==> src/rtl/seven_segment_scan_controller.sv <==
// ----------------------------------------------------------------------------
// seven_segment_scan_controller
//
// Time-multiplexed scan controller for a NUM_DIGITS-digit common-anode
// seven-segment display. A bank of DATA_WIDTH-bit digit values is scanned one
// digit per slot of REFRESH_CYCLES clocks onto a shared active-low segment
// bus. The first BLANK_CYCLES of every slot are blanked to suppress ghosting.
// New digit banks arrive over a valid/ready handshake into a pending buffer
// and are only committed to the displayed bank at a frame boundary.
//
// Ports:
//   clk         clock, all state on the rising edge
//   rst_n       asynchronous active-low reset
//   load_valid  a new digit bank is offered
//   load_data   digit k lives in bits [k*DATA_WIDTH +: DATA_WIDTH]
//   load_ready  pending buffer empty, a load can be accepted
//   digit_en    per-digit enable, sampled live
//   seg_out     active-low segments {g,f,e,d,c,b,a} of the scanned digit
//   anode_out   active-low digit select, at most one bit low
//   scan_index  digit currently being scanned
//   frame_tick  one-cycle pulse at each frame start
// ----------------------------------------------------------------------------
module seven_segment_scan_controller #(
   parameter int unsigned NUM_DIGITS     = 4,
   parameter int unsigned DATA_WIDTH     = 3,
   parameter int unsigned RESULT_WIDTH   = 7,
   parameter int unsigned REFRESH_CYCLES = 1000,
   parameter int unsigned BLANK_CYCLES   = 16,
   localparam int unsigned IDX_W         = $clog2(NUM_DIGITS)
) (
   input  logic                             clk,
   input  logic                             rst_n,
   input  logic                             load_valid,
   input  logic [NUM_DIGITS*DATA_WIDTH-1:0] load_data,
   output logic                             load_ready,
   input  logic [NUM_DIGITS-1:0]            digit_en,
   output logic [RESULT_WIDTH-1:0]          seg_out,
   output logic [NUM_DIGITS-1:0]            anode_out,
   output logic [IDX_W-1:0]                 scan_index,
   output logic                             frame_tick
);

   localparam int unsigned SLOT_W = $clog2(REFRESH_CYCLES);
   localparam int unsigned BANK_W = NUM_DIGITS * DATA_WIDTH;

   localparam logic [SLOT_W-1:0] SLOT_LAST = SLOT_W'(REFRESH_CYCLES - 1);
   localparam logic [SLOT_W-1:0] BLANK_END = SLOT_W'(BLANK_CYCLES);
   localparam logic [IDX_W-1:0]  IDX_LAST  = IDX_W'(NUM_DIGITS - 1);

   typedef enum logic {
      ST_BLANK = 1'b0,
      ST_SHOW  = 1'b1
   } slot_state_e;

   localparam slot_state_e ST_RESET = (BLANK_CYCLES > 0) ? ST_BLANK : ST_SHOW;

   // Segment glyph for digit values 0..7; anything else is dark.
   function automatic logic [RESULT_WIDTH-1:0] glyph(input logic [DATA_WIDTH-1:0] v);
      logic [6:0] g;
      case (32'(v))
         0:       g = 7'b1000000;
         1:       g = 7'b1111001;
         2:       g = 7'b0100100;
         3:       g = 7'b0110000;
         4:       g = 7'b0011001;
         5:       g = 7'b0010010;
         6:       g = 7'b0000010;
         7:       g = 7'b1111000;
         default: g = 7'b1111111;
      endcase
      return RESULT_WIDTH'(g);
   endfunction

   // ------------------------------------------------------------------
   // State
   // ------------------------------------------------------------------
   logic [SLOT_W-1:0]       slot_cnt_q,     slot_cnt_d;
   logic [IDX_W-1:0]        digit_idx_q,    digit_idx_d;
   slot_state_e             state_q,        state_d;
   logic [BANK_W-1:0]       active_q,       active_d;
   logic [BANK_W-1:0]       pending_q,      pending_d;
   logic                    pending_full_q, pending_full_d;
   logic [RESULT_WIDTH-1:0] seg_q,          seg_d;
   logic [NUM_DIGITS-1:0]   anode_q,        anode_d;
   logic [IDX_W-1:0]        scan_index_q,   scan_index_d;
   logic                    frame_tick_q,   frame_tick_d;

   logic slot_wrap;
   logic frame_wrap;
   logic accept;
   logic commit;

   // ------------------------------------------------------------------
   // Scan counters and load/commit datapath
   // ------------------------------------------------------------------
   always_comb begin
      slot_wrap  = (slot_cnt_q == SLOT_LAST);
      frame_wrap = slot_wrap && (digit_idx_q == IDX_LAST);

      slot_cnt_d  = slot_wrap ? '0 : slot_cnt_q + 1'b1;
      digit_idx_d = digit_idx_q;
      if (slot_wrap) begin
         digit_idx_d = frame_wrap ? '0 : digit_idx_q + 1'b1;
      end

      // Accept and commit are mutually exclusive: accept needs an empty
      // pending buffer, commit needs a full one.
      accept = load_valid && !pending_full_q;
      commit = frame_wrap && pending_full_q;

      pending_d      = accept ? load_data : pending_q;
      active_d       = commit ? pending_q : active_q;
      pending_full_d = pending_full_q;
      if (accept) begin
         pending_full_d = 1'b1;
      end else if (commit) begin
         pending_full_d = 1'b0;
      end
   end

   // ------------------------------------------------------------------
   // Per-slot FSM: next-state logic
   // ------------------------------------------------------------------
   // The state tracks the counter value it is paired with, so it is
   // derived from the next slot count rather than the current one.
   always_comb begin
      state_d = (slot_cnt_d < BLANK_END) ? ST_BLANK : ST_SHOW;
   end

   // ------------------------------------------------------------------
   // Per-slot FSM: output logic (registered one cycle later)
   // ------------------------------------------------------------------
   always_comb begin
      logic [DATA_WIDTH-1:0] cur_val;
      logic                  cur_en;

      cur_val = '0;
      cur_en  = 1'b0;
      for (int unsigned k = 0; k < NUM_DIGITS; k++) begin
         if (digit_idx_q == IDX_W'(k)) begin
            cur_val = active_q[k*DATA_WIDTH +: DATA_WIDTH];
            cur_en  = digit_en[k];
         end
      end

      seg_d   = '1;
      anode_d = '1;
      if ((state_q == ST_SHOW) && cur_en) begin
         seg_d   = glyph(cur_val);
         anode_d = ~(NUM_DIGITS'(1) << digit_idx_q);
      end

      scan_index_d = digit_idx_q;
      frame_tick_d = (slot_cnt_q == '0) && (digit_idx_q == '0);
   end

   // ------------------------------------------------------------------
   // State register
   // ------------------------------------------------------------------
   always_ff @(posedge clk or negedge rst_n) begin
      if (!rst_n) begin
         slot_cnt_q     <= '0;
         digit_idx_q    <= '0;
         state_q        <= ST_RESET;
         active_q       <= '0;
         pending_q      <= '0;
         pending_full_q <= 1'b0;
         seg_q          <= '1;
         anode_q        <= '1;
         scan_index_q   <= '0;
         frame_tick_q   <= 1'b0;
      end else begin
         slot_cnt_q     <= slot_cnt_d;
         digit_idx_q    <= digit_idx_d;
         state_q        <= state_d;
         active_q       <= active_d;
         pending_q      <= pending_d;
         pending_full_q <= pending_full_d;
         seg_q          <= seg_d;
         anode_q        <= anode_d;
         scan_index_q   <= scan_index_d;
         frame_tick_q   <= frame_tick_d;
      end
   end

   assign load_ready = ~pending_full_q;
   assign seg_out    = seg_q;
   assign anode_out  = anode_q;
   assign scan_index = scan_index_q;
   assign frame_tick = frame_tick_q;

endmodule

==> config.mk <==
export PLATFORM = sky130hd
export DESIGN_NAME = seven_segment_scan_controller
export DESIGN_NICKNAME = d
export VERILOG_FILES = /design/src/rtl/seven_segment_scan_controller.sv
export SDC_FILE = /design/constraint.sdc
export NUM_CORES = 1
export LEC_CHECK = 0
export ABC_AREA = 1
export CAP_MARGIN = 20
export CORE_ASPECT_RATIO = 0.6
export CORE_MARGIN = 2
export CORE_UTILIZATION = 50
export CTS_CLUSTER_DIAMETER = 150
export CTS_CLUSTER_SIZE = 16
export DETAILED_ROUTE_END_ITERATION = 10
export PLACE_DENSITY = 0.84
export SYNTH_ARGS = -nofsm -noshare
export SYNTH_HDL_FRONTEND = slang
export SYNTH_SLANG_ARGS = --single-unit
==> constraint.sdc <==
create_clock -name clk -period 2.4 [get_ports clk]
set_clock_uncertainty 0.05 [all_clocks]
set_input_delay 0.36 -clock clk [delete_from_list [all_inputs] [get_ports clk]]
set_output_delay 0.36 -clock clk [all_outputs]
set_load 0.02 [all_outputs]
==> flow_summary.json, run 1 <==
{
  "clkLatencyLatePin_ns": 0.30,
  "rows": 19,
  "final.period_utilization_pct": 84.06,
  "seq_area_frac_synth_pct": 52.58,
  "max_freq_mhz": 495.7,
  "finalInstanceArea_um2": 2977,
  "synthSimpleGateAreaFrac_pct": 21.56,
  "area_growth_pct": 19.01,
  "criticalPathCategory": "flip-flop to flip-flop",
  "worstPathCellList": "inv_1 > ha_1 > inv_1 > nor2_1 > nor2_1 > a22oi_1 > inv_1 > ha_1 > inv_1 > nand3_1 > nand3_1",
  "grt_pass1_vias": 1782,
  "ys_top_cells_by_area": "dfrtp_1 41%, dfstp_2 12%, nand2_1 7.1%",
  "crit_family": "adder cells",
  "multi_input_area_um2": 962.2,
  "drt_iter0_drc": 71,
  "antenna_left": 0,
  "wire_per_inst_um": 12.68,
  "crit_required_ns": 2.60,
  "synth_compound_area_share_pct": 10.21,
  "dr.pass1.iters": 5,
  "cts.sinks": 52,
  "route.met2.wl_mm": 1.988,
  "yosys-top-cells-count": "47 x nand2_1, 41 x dfrtp_1, 41 x inv_1, 27 x nor2_1, 22 x nand3_1",
  "rsz0062_at_grt": "false",
  "core-area_um2": 4683,
  "final_max_slew_viol_count": 0,
  "fin_cells": 374,
  "antenna_found_initial": 0,
  "avgSynthCellArea_um2": 9.128,
  "synth_top_family_by_area": "simple AND/OR/NAND/NOR gates",
  "powerDensity_nw_per_um2": 527.5,
  "r2r_setup_slack_ns": 0.38,
  "crit_top_cell": "inv_1",
  "gr-total-overflow": 0,
  "num_vias": 1846,
  "cts_inserted_buffers": 5,
  "path_max_fanout": 6,
  "synth_top_flop_cell": "dfrtp_1",
  "slowest_stage": "dfrtp_1",
  "yosysUniqueCellTypes": 28,
  "cts_resized": 0,
  "synth_fa_ha_area_share_pct": 6.003,
  "netlist_area_um2": 2501,
  "worst-endpoint-arrival_ns": 2.21,
  "peakVddDrop_uv": 261.3,
  "power.leakage_nw": 1.460,
  "dp.cells": 366,
  "met3_length_um": 378,
  "drive_above_1_share_pct": 16.08,
  "postPlaceCellArea_um2": 2875,
  "setup_viol": 0,
  "yosysWarningCount": 0,
  "drt-met1-wl_mm": 2.287,
  "period_needed_ns": 2.017,
  "syn_nets": 305,
  "h-tree-depth": 2,
  "n_antenna_cell": 0,
  "holdWs_ns": 0.1010,
  "synth_top_area_cell": "dfrtp_1",
  "synthCells": 274,
  "post-synth-top-count-cell": "nand2_1",
  "cts.reportedPaths.clkPinSlew_ns": 0.09,
  "portBuffers": 33,
  "hold_class": "input pin to asynchronous set/reset pin",
  "synth_edf_count": 0,
  "dieArea_um2": 5603,
  "netlist.area_leader.share_pct": 41.02,
  "tightest_slew_ns": 0.7205,
  "ys_seq_elements": 52,
  "die_h_um": 58.79,
  "cpPeakStageDelay_ns": 0.44,
  "hpwl_mm": 3.591,
  "post-route-util_pct": 63.56,
  "fillers": 397,
  "yosys-mux-area-fraction_pct": 0,
  "clock_path_buffers": 2,
  "seqCellArea_um2": 1315,
  "grt_pass1_wl_mm": 8.017,
  "status": "finished, final reports clean",
  "ioPinCount": 34,
  "post_cts_buffers": 0,
  "async_reset_ff_share_pct": 100.0,
  "die_w_um": 95.31,
  "setup_tns_ns": 0,
  "synthXorXnorAreaFrac_pct": 0.7004,
  "drc": 0,
  "top_layer": "met4",
  "critPathBufInv": 4,
  "track_usage_pct": 18.91,
  "place_congestion": 0.9241,
  "max-slew-margin-rel_pct": 51.85,
  "critPathCaptureType": "flip-flop",
  "drt-vias-per-instance": 4.936,
  "cap_viol_max_count": 0,
  "wl_mm": 4.741,
  "initial_core_util_pct": 53.41,
  "hold_buffers": 0,
  "tritoncts": "yes",
  "start_kind": "flip-flop",
  "nets": 341,
  "cts_root_buf": "clkbuf_8",
  "finalHoldViolations": 0,
  "grt_max_degree": 53
}
==> layer usage <==
layer | GRT usage [%] | vias to the layer above
li1 | - | 922
met1 | 26.88 | 837
met2 | 27.06 | 76
met3 | 5.762 | 11
met4 | 7.867 | 0
met5 | 0 | -
==> final cells by class <==
type	count	share of cell area, %
Sequential cell	52	44.18
Multi-Input combinational cell	170	32.32
Timing Repair Buffer	36	11.69
Inverter	45	5.759
Clock buffer	8	3.405
Tap cell	63	2.648
==> logic make-up (layout without fill, tap and decap cells) <==
family                     Yosys count  count (layout)
buffers and inverters               52              89
DFF                                 52              52
xor gates and xnor gates             2               2
and+or+nand+nor                    115             115
adders and majority gates           12              12
AOI/OAI and AO/OA                   41              41
==> flip-flops by register name, indices dropped and copies added, names as in the netlist <==
register        cells
anode_out           4
seg_out             7
scan_index          2
digit_idx_q         2
state_q             1
pending_q          12
frame_tick          1
active_q           12
slot_cnt_q         10
pending_full_q      1
==> worst register-to-register path, delay by kind of cell, from the launching register on <==
kind	cells	cell delay [ns]
AND/OR/NAND/NOR	4	0.29
AO/OA/AOI/OAI	1	0.21
flip-flops	1	0.44
adder cells (fa/ha/maj)	2	0.57
buffers and inverters	4	0.40
==> stage by stage <==
stage / setup slack, ns / power, mW
floorplan: 0.4369 / 0.9754
global placement: 0.4998 / 1.042
detailed placement: 0.4234 / 1.046
CTS: 0.3813 / 1.590
global route: 0.1727 / 1.638
finish: 0.3826 / 1.570
==> final timing paths <==
kind	startpoint	end	depth (start not counted)
max	digit_idx_q[0]	seg_out[3]	11
max reg2reg	digit_idx_q[0]	seg_out[3]	11
min in group clk	digit_idx_q[1]	scan_index[1]	0
min	rst_n	pending_q[1]	2
max in group asynchronous	rst_n	scan_index[1]	2
min reg2reg	digit_idx_q[1]	scan_index[1]	0
==> report_power, final <==
part | leakage [nW] | internal (mW) | switching, mW
registers | 0.623 | 0.910 | 0.00723
clock network | 0.0506 | 0.270 | 0.274
logic | 0.786 | 0.0493 | 0.0598
total | 1.46 | 1.23 | 0.341
==> layout by cell type, fill, tap and decap left out, types with 2 or more instances in the layout <==
cell | netlist | final
xor2_1 | 2 | 2
o21ai_0 | 9 | 9
clkdlybuf4s50_1 | 0 | 32
dfrtp_1 | 41 | 41
a21oi_1 | 17 | 17
dfstp_2 | 11 | 11
nand3_1 | 22 | 22
o21ai_2 | 12 | 12
ha_1 | 12 | 12
nor2_1 | 27 | 27
nand2_1 | 47 | 47
clkbuf_1 | 1 | 2
buf_4 | 0 | 3
nand4_1 | 3 | 3
clkbuf_8 | 0 | 5
inv_2 | 3 | 3
inv_1 | 41 | 41
nand2_2 | 9 | 9
Note: power is estimated with default switching activity, not from simulation.
==> inputs of run 2 (changes only) <==
CORE_UTILIZATION = 49   (was 50)
PLACE_DENSITY = 0.85   (was 0.84)
clock period = 1.7 ns   (was 2.4 ns; I/O delays follow)
==> flow_summary.json, run 2 (synthesis results as in run 1) <==
{
  "drt_iter0_drc": 72,
  "critPathCaptureType": "flip-flop",
  "nets": 361,
  "power_frac_seq_pct": 60.5,
  "finalInstanceArea_um2": 3258,
  "cts.sinks": 52,
  "switching_share_pct": 23.19,
  "cp-endpoint": "seg_out[3]",
  "clock_path_buffers": 2,
  "drt-vias-per-instance": 4.975,
  "place_congestion": 0.8729,
  "wl_mm": 5.221,
  "status": "complete, but fails checks",
  "finalHoldViolations": 0,
  "area_growth_pct": 30.26,
  "powerDensity_nw_per_um2": 655.9,
  "initial_core_util_pct": 50.23,
  "final_common_cell": "nand2_1",
  "cpPeakStageDelay_ns": 0.47,
  "critPathBufInv": 4,
  "n_antenna_cell": 0,
  "antenna_left": 0,
  "power_frac_comb_pct": 7.3,
  "drc": 0,
  "violations": "negative setup slack",
  "slowest_stage": "dfrtp_2",
  "setup_viol": 8,
  "cts_inserted_buffers": 5,
  "postPlaceCellArea_um2": 3047,
  "grt_max_degree": 42,
  "fin_cells": 397,
  "hpwl_mm": 3.724,
  "power.internal_mw": 1.641,
  "ioPinCount": 34,
  "antenna_found_initial": 0,
  "r2r_cells": 11,
  "track_usage_pct": 20.04,
  "path_max_fanout": 4,
  "fin_ws_ns": -0.08435,
  "num_vias": 1975,
  "criticalPathCategory": "flip-flop to flip-flop",
  "portBuffers": 33,
  "core-area_um2": 4980,
  "cp-startpoint": "digit_idx_q[0]",
  "max_freq_mhz": 560.4,
  "p_sw_mw": 0.4956,
  "die_h_um": 59.34,
  "clkLatencyLatePin_ns": 0.31,
  "crit_cells": 11,
  "die_w_um": 96.24,
  "mostFrequentLayoutCells": "43 x nand2_1, 39 x dfrtp_1, 33 x inv_1, 26 x nor2_1, 20 x clkdlybuf4s50_1",
  "tritoncts": "yes",
  "wire_per_inst_um": 13.15,
  "final.period_utilization_pct": 105.0,
  "dr.pass1.iters": 4,
  "dp.cells": 382,
  "grt_pass1_vias": 1869,
  "power.total_mw": 2.137,
  "worst-endpoint-arrival_ns": 1.98,
  "rsz0062_at_grt": "true",
  "max-slew-margin-rel_pct": 80.40,
  "cap_viol_max_count": 0,
  "cts_root_buf": "clkbuf_8",
  "peakVddDrop_uv": 408.8,
  "period_needed_ns": 1.784,
  "tightest_slew_ns": 0.2912,
  "worstPathCellList": "inv_4 > ha_4 > inv_2 > nor2_2 > nor2_1 > a22oi_2 > inv_2 > ha_4 > inv_2 > nand3_2 > nand3_2",
  "gr-total-overflow": 0,
  "dieArea_um2": 5711,
  "hold_class": "input pin to asynchronous set/reset pin",
  "grt_pass1_wl_mm": 8.487,
  "timing.rr.start": "digit_idx_q[0]",
  "h-tree-depth": 2,
  "r2r_setup_slack_ns": -0.08,
  "drive_above_1_share_pct": 29.91,
  "start_kind": "flip-flop",
  "reg.largest.list": "active_q x12, pending_q x12, slot_cnt_q x10",
  "rows": 20,
  "cts.reportedPaths.clkPinSlew_ns": 0.09,
  "crit_required_ns": 1.90,
  "power.leakage_nw": 1.574,
  "crit_top_cell": "inv_2",
  "crit_family": "flip-flops",
  "final_max_slew_viol_count": 0,
  "clkPwrFrac_pct": 32.1,
  "r2r_end": "seg_out[3]"
}
-- run 2: power groups by stage --
stage	Combinational (mW)	Sequential [mW]	Clock [mW]
2_1_floorplan	0.0485	1.33	0
3_3_place_gp	0.157	1.32	0
3_5_place_dp	0.161	1.32	0
4_1_cts	0.158	1.29	0.704
5_1_grt	0.178	1.30	0.762
6_report	0.157	1.29	0.687
-- run 2: per-stage QoR --
stage | utilization [%] | TNS, ns | setup slack, ns | hold WS (ns)
2_1_floorplan | - | -0.07517 | -0.04073 | -0.09059
3_3_place_gp | 61.18 | 0 | 0.002837 | 0.1036
3_5_place_dp | 61.18 | -0.1753 | -0.06955 | 0.1052
4_1_cts | 64.47 | -0.1578 | -0.04627 | 0.3005
5_1_grt | 65.43 | -1.295 | -0.1618 | 0.3307
6_report | 65.43 | -0.2426 | -0.08435 | 0.2939
-- run 2: how the worst min path moves through the flow --
stage	slack, ns	end	cells past startpoint
after floorplan	-0.09	active_q[0]	0
after CTS	0.30	pending_q[4]	2
after detailed placement	0.11	pending_q[1]	1
final	0.29	pending_q[4]	2
after global routing	0.33	pending_q[4]	2
after global placement	0.10	pending_q[1]	1
-- run 2: what timing repair did --
item,4_1_cts,5_1_grt
gates cloned,0,1
buffers inserted,2,3
gates resized for setup,29,10
endpoints found under the hold margin,11,0
setup endpoints to repair,18,19
hold buffers,1,0
pin swaps,11,4
-- run 2: metal layers --
metal | vias to the layer above | GRT usage [%] | share of wire, %
li1 | 978 | - | -
met1 | 932 | 26.81 | 45
met2 | 58 | 31.65 | 48
met3 | 7 | 5.344 | 5.6
met4 | 0 | 7.551 | 0.67
met5 | - | 0 | 0
-- run 2: area by class of cell --
| type | instances | area [um2] |
|---|---|---|
| Multi-Input combinational cell | 170 | 1075 |
| Tap cell | 66 | 82.58 |
| Clock buffer | 5 | 68.82 |
| Fill cell | 407 | 1722 |
| Clock inverter | 3 | 18.77 |
| Inverter | 45 | 181.4 |
| Timing Repair Buffer | 56 | 514.2 |
| Sequential cell | 52 | 1318 |
==> inputs of run 3 (changes only) <==
GPL_ROUTABILITY_DRIVEN = 1   (was default)
SLEW_MARGIN = 25   (was default)
==> results of run 3 <==
Same layout as run 2: the final DEF is identical, and so are final timing and power.
